==> src/rtl/bram_reader_pkg.sv <==
// Shared types and sizing helpers for the 1x1 input-BRAM reader.
package bram_reader_pkg;

  localparam logic [1:0] ST_IDLE  = 2'd0;
  localparam logic [1:0] ST_ISSUE = 2'd1;
  localparam logic [1:0] ST_DRAIN = 2'd2;

  localparam int NUM_PIXELS = 5 * 5;
  localparam int ADDR_W     = $clog2(NUM_PIXELS);
  localparam int VEC_W      = 8 * 3;

  // Counter width that stays legal for a single-entry range.
  function automatic int addr_w(input int n);
    return (n > 1) ? $clog2(n) : 1;
  endfunction

endpackage

==> src/rtl/pixel_skid_fifo2.sv <==
// Two-entry FIFO holding {last, pixel} words between the BRAM and the PE stream.
module pixel_skid_fifo2 #(
  parameter int W = 25
) (
  input  logic         clk,
  input  logic         rst,
  input  logic         push,
  input  logic [W-1:0] push_data,
  input  logic         pop,
  output logic [W-1:0] head,
  output logic [1:0]   count
);

  logic [W-1:0] mem [2];
  logic         wr_ptr, rd_ptr;

  always_ff @(posedge clk) begin
    if (push) mem[wr_ptr] <= push_data;
  end

  always_ff @(posedge clk) begin
    if (rst) begin
      wr_ptr <= 1'b0;
      rd_ptr <= 1'b0;
      count  <= 2'd0;
    end else begin
      if (push) wr_ptr <= ~wr_ptr;
      if (pop)  rd_ptr <= ~rd_ptr;
      case ({push, pop})
        2'b10:   count <= count + 2'd1;
        2'b01:   count <= count - 2'd1;
        default: count <= count;
      endcase
    end
  end

  assign head = mem[rd_ptr];

endmodule

==> src/rtl/bram_reader_1x1.sv <==
// Walks the 1x1 input-map BRAM and streams pixel vectors with credit-based flow control.
// Optional BRAM_READER_MULTIPASS_EN repeats the sweep NUM_PASSES times per start.
module bram_reader_1x1
  import bram_reader_pkg::*;
#(
  parameter int DATA_WIDTH  = 8,
  parameter int IN_CHANNELS = 3,
  parameter int IN_WIDTH    = 5,
  parameter int IN_HEIGHT   = 5,
  parameter int RD_LATENCY  = 0,
  parameter int NUM_PASSES  = 1
) (
  input  logic                                   clk,
  input  logic                                   rst,
  input  logic                                   start,
  output logic                                   busy,
  output logic                                   done,
  output logic [addr_w(IN_WIDTH*IN_HEIGHT)-1:0]  bram_rd_addr,
  output logic                                   bram_rd_en,
  input  logic [DATA_WIDTH*IN_CHANNELS-1:0]      bram_rd_data,
  output logic [DATA_WIDTH*IN_CHANNELS-1:0]      o_data,
  output logic                                   o_valid,
  input  logic                                   o_ready,
  output logic                                   o_last
);

  localparam int NPIX = IN_WIDTH * IN_HEIGHT;
  localparam int AW   = addr_w(NPIX);
  localparam int VW   = DATA_WIDTH * IN_CHANNELS;
  localparam logic [AW-1:0] LAST_ADDR = AW'(NPIX - 1);

  if (RD_LATENCY != 0 && RD_LATENCY != 1) begin : g_bad_latency
    $error("bram_reader_1x1: RD_LATENCY must be 0 or 1");
  end
  if (NUM_PASSES < 1) begin : g_bad_passes
    $error("bram_reader_1x1: NUM_PASSES must be at least 1");
  end

  logic [1:0]    state;
  logic [AW-1:0] addr;
  logic [1:0]    fifo_cnt;
  logic [VW:0]   head;
  logic          inflight;
  logic          last_pass;
  logic          issue, issue_last, pop, push, push_last;
  logic [2:0]    occ;

  // A slot popped this cycle is already free for a new read.
  assign pop        = o_valid && o_ready;
  assign occ        = {1'b0, fifo_cnt} + {2'b00, inflight};
  assign issue      = (state == ST_ISSUE) && (occ < (pop ? 3'd3 : 3'd2));
  assign issue_last = last_pass && (addr == LAST_ADDR);

`ifdef BRAM_READER_MULTIPASS_EN
  localparam int PW = addr_w(NUM_PASSES);
  logic [PW-1:0] pass;

  assign last_pass = (pass == PW'(NUM_PASSES - 1));

  always_ff @(posedge clk) begin
    if (rst)                                      pass <= '0;
    else if (state == ST_IDLE && start)           pass <= '0;
    else if (issue && addr == LAST_ADDR && !last_pass) pass <= pass + PW'(1);
  end
`else
  assign last_pass = 1'b1;
`endif

  always_ff @(posedge clk) begin
    if (rst) begin
      state <= ST_IDLE;
      addr  <= '0;
    end else begin
      case (state)
        ST_IDLE: if (start) begin
          state <= ST_ISSUE;
          addr  <= '0;
        end
        ST_ISSUE: if (issue) begin
          addr <= (addr == LAST_ADDR) ? '0 : addr + AW'(1);
          if (issue_last) state <= ST_DRAIN;
        end
        ST_DRAIN: if (!inflight && fifo_cnt == 2'd0) state <= ST_IDLE;
        default:  state <= ST_IDLE;
      endcase
    end
  end

  if (RD_LATENCY == 0) begin : g_lat0
    assign push      = issue;
    assign push_last = issue_last;
    assign inflight  = 1'b0;
  end else begin : g_lat1
    logic inf_last;
    // The last tag waits alongside the pending read until its data arrives.
    always_ff @(posedge clk) begin
      if (rst) begin
        inflight <= 1'b0;
        inf_last <= 1'b0;
      end else begin
        inflight <= issue;
        inf_last <= issue_last;
      end
    end
    assign push      = inflight;
    assign push_last = inf_last;
  end

  pixel_skid_fifo2 #(.W(VW + 1)) u_fifo (
    .clk       (clk),
    .rst       (rst),
    .push      (push),
    .push_data ({push_last, bram_rd_data}),
    .pop       (pop),
    .head      (head),
    .count     (fifo_cnt)
  );

  assign bram_rd_en   = issue;
  assign bram_rd_addr = addr;
  assign busy         = (state != ST_IDLE);
  assign done         = (state == ST_DRAIN) && !inflight && (fifo_cnt == 2'd0);
  assign o_valid      = (fifo_cnt != 2'd0);
  assign o_data       = o_valid ? head[VW-1:0] : '0;
  assign o_last       = o_valid && head[VW];

endmodule

==> config.mk <==
export PLATFORM = sky130hd
export DESIGN_NAME = bram_reader_1x1
export DESIGN_NICKNAME = d
export VERILOG_FILES = /design/src/rtl/bram_reader_pkg.sv /design/src/rtl/pixel_skid_fifo2.sv /design/src/rtl/bram_reader_1x1.sv
export SDC_FILE = /design/constraint.sdc
export NUM_CORES = 1
export LEC_CHECK = 0
export BUFFER_PORTS_ARGS = -buffer_cell sky130_fd_sc_hd__buf_2
export CORE_UTILIZATION = 38
export DETAILED_ROUTE_END_ITERATION = 10
export GPL_TIMING_DRIVEN = 0
export PLACE_DENSITY = 0.63
export SLEW_MARGIN = 20
export SYNTH_ARGS = -nofsm -noshare
export SYNTH_HDL_FRONTEND = slang
export SYNTH_SLANG_ARGS = --single-unit
==> constraint.sdc <==
create_clock -name clk -period 2.8 [get_ports clk]
set_clock_uncertainty 0.1 [all_clocks]
set_input_delay 0.28 -clock clk [delete_from_list [all_inputs] [get_ports clk]]
set_output_delay 0.28 -clock clk [all_outputs]
set_load 0.02 [all_outputs]
==> flow_summary_export.csv <==
group,metric,value,unit
synthesis,yosys.cell_types.count,29,
route,viasPerCell,4.741,
pwr,power.leakage,1.228,nW
grt,grt_use_met3,0.04725,
worst_hold_path,hold_path.class,"in -> reg",
floorplan,die_w,82.50,um
pwr,power_switching,0.9379,mW
timing,maxSlewViolCount,0,
layout,fin_area,3134,um2
placement,dp_slack,0.5325,ns
pwr,switching_share,0.3187,
run,max_cap_viol_count,0,
synthesis,syn-cell-area,2462,um2
grt,grt_max_degree,26,
grt,grt_util_all_layers,0.1355,
setup_path,r2r_end,"u_fifo.count[1]",
clock_tree,ctsResizeCount,0,
pwr,clockPowerShare,0.310,
floorplan,rows,28,
route,routedWlPerCell,12.95,um
route,drc,0,
clock_tree,cts_buffers,9,
setup_path,crit_path_frequent_cell,"nor2_1",
setup_path,worstSetupStartpointType,"register",
synthesis,syn_inst,175,
setup_path,ff2ff_setup_slack,0.55,ns
setup_path,arrival,1.96,ns
setup_path,slowest_stage,"nor2_1",
floorplan,die_h,82.50,um
synthesis,synth_seq_cells,62,
setup_path,path_delay_family,"buffers and inverters",
setup_path,cp_max_fo,10,
clock_tree,cts_hold_buf,0,
setup_path,crit_path_end_kind,"output port",
route,drtPass1Iterations,4,
timing,setup_slack,0.4616,ns
layout,diodes,0,
layout,drive_above_1_share,0.3320,
route,wirelength,4248,um
grt,grt_pass1_wl,6430,um
synthesis,synth_top_area_share,0.6098,
pwr,power,2.943,mW
setup_path,r2r_start,"u_fifo.count[1]",
pwr,powerDensity,939.0,nW/um2
pwr,p_comb_frac,0.304,
grt,grt-ovfl-total,0,
synthesis,ys.flop_type,"edfxtp_1",
synthesis,yosysWarnings,0,
timing,hold_ws,0.03754,ns
placement,io_buffers,61,
setup_path,path_depth,4,
clock_tree,clk_pin_slew,0.07,ns
grt,grt_pass1_vias,1423,
setup_path,crit_chain,"nor2_1 -> clkbuf_1 -> nor2_1 -> buf_2",
run_status,status,"complete, no violations",
clock_tree,cts_max_level,3,
setup_path,cp_data_required_time,2.42,ns
synthesis,ys_seq_area_frac,0.7073,
floorplan,io_pins,62,
timing,rsz0062_at_grt,"no",
synthesis,synth_nets,206,
setup_path,rr_worst_depth,6,
setup_path,max_stage_delay,0.51,ns
timing,hold_violations,0,
pwr,seqPwrFrac,0.386,
timing,fin_crit,2.338,ns
worst_hold_path,min_from,"rst",
layout,utilization,0.5142,
clock_tree,clock-sinks,62,
synthesis,synth_largest_area_cell,"edfxtp_1",
placement,hpwlAfterDp,2872,um
grt,gr-usage-met2,0.2198,
clock_tree,tritoncts,"done",
grt,grt-busiest-layer,"met2",
floorplan,dieArea,6805,um2
synthesis,synthMostInstantiatedCell,"edfxtp_1",
timing,setup-violations-final,0,
clock_tree,cts_setup_buffers,0,
clock_tree,cts_root_buffer,"clkbuf_8",
placement,place.gp.congestion,0.7383,
timing,relSlewSlack,0.5790,
setup_path,setup.worst_path.start,"u_fifo.count[1]",
grt,antenna_found_initial,0,
placement,placed_cell_area,2898,um2
route,vias,1555,
synthesis,syn_area_per_cell,14.07,um2
setup_path,path_buf_inv,2,
grt,grt_use_met1,0.1556,
clock_tree,clk_path_buf_depth,2,
synthesis,synthTopCellsByCount,"edfxtp_1 (50), nor2_1 (36), mux2i_1 (25)",
synthesis,async_flop_share,0,
timing,tightest_slew,0.6315,ns
floorplan,core-area,6096,um2
pwr,intPower,2.005,mW
synthesis,synth_edf_count,50,
floorplan,start_util,0.4039,
pwr,peakVddDrop,450.3,uV
synthesis,synth.area.top_cells,"edfxtp_1 (61%), mux2i_1 (10%), dfxtp_1 (9.8%)",
route,ant_nets,0,
timing,fin_crit_sh,0.8351,
layout,syn_to_final_growth,27.29,%
timing,fmax,427.6,MHz
clock_tree,insertion_delay,0.33,ns
route,drt_iter0_drc,47,
layout,nNetsFinal,279,
setup_path,endpoint,"o_data[20]",
setup_path,path_class,"reg -> out",
==> cell families (layout without fill, tap and decap cells) <==
kind of cell	Yosys count	count (layout)	synth area share
compound gates	14	14	0.03608
xor+xnor	4	4	0.01423
fa+ha+maj	3	3	0.01525
buf+inv	11	89	0.01778
flops	62	62	0.7073
mux	25	25	0.1016
simple gates	56	56	0.1077
==> per-layer routing <==
| metal | wire length (um) | share of wire |
|---|---|---|
| met4 | 85 | 0.020 |
| met3 | 210 | 0.049 |
| met1 | 1844 | 0.43 |
| met2 | 2108 | 0.50 |
| met5 | 0 | 0 |
==> metrics by stage <==
step                      TNS [ns]  cells
final                            0    328
after global routing             0    328
after CTS                        0    328
after detailed placement         0    312
after global placement      -12.68    311
after floorplan                  0    175
==> power groups by stage <==
| stage | combinational [mW] | sequential (mW) | clock (mW) |
|---|---|---|---|
| 6_report | 0.896 | 1.14 | 0.911 |
| 5_1_grt | 0.995 | 1.14 | 0.977 |
| 4_1_cts | 0.919 | 1.14 | 0.935 |
| 3_5_place_dp | 0.916 | 1.16 | 0 |
| 3_3_place_gp | 0.892 | 1.15 | 0 |
| 2_1_floorplan | 0.619 | 1.15 | 0 |
==> cells in the final DEF (no fill, tap or decap), drive strengths merged <==
cell type / Yosys / layout
ha: 3 / 3
or3: 1 / 1
or2: 1 / 1
nor3b: 1 / 1
clkbuf: 4 / 13
a211oi: 1 / 1
and4b: 1 / 1
inv: 5 / 5
mux2i: 25 / 25
edfxtp: 50 / 50
nand3: 4 / 4
o21ai: 2 / 2
clkinv: 0 / 4
a31oi: 2 / 2
a31o: 1 / 1
nand3b: 1 / 1
dfxtp: 12 / 12
a21oi: 4 / 4
nor2: 36 / 36
nand2: 3 / 3
bufinv: 0 / 3
and2: 2 / 2
o21bai: 1 / 1
xnor2: 3 / 3
or4: 3 / 3
a22oi: 2 / 2
a21boi: 1 / 1
buf: 2 / 64
nand2b: 3 / 3
xor2: 1 / 1
==> sequential cells by signal, indices dropped and copies added, names as in the netlist, named ones only <==
register,count
u_fifo.wr_ptr,1
bram_rd_addr,5
u_fifo.mem,50
u_fifo.count,2
u_fifo.rd_ptr,1
state,2
==> worst min-delay path by stage <==
stage,to,cells past startpoint
4_1_cts,u_fifo.mem[0][11],1
6_report,bram_rd_addr[4],2
3_3_place_gp,u_fifo.mem[0][0],1
5_1_grt,u_fifo.mem[0][11],1
3_5_place_dp,u_fifo.mem[0][11],1
2_1_floorplan,bram_rd_addr[4],1
==> area by class of cell <==
cell class / count / area [um2]
fill: 561 / 2962
tap: 75 / 93.84
timing repair buffer: 62 / 332.8
sequential: 62 / 1742
buffer: 6 / 25.02
clock buffer: 9 / 123.9
multi-input combinational: 102 / 685.7
inverter: 5 / 18.77
clock inverter: 7 / 112.6
Note: power is estimated with default switching activity, not from simulation.
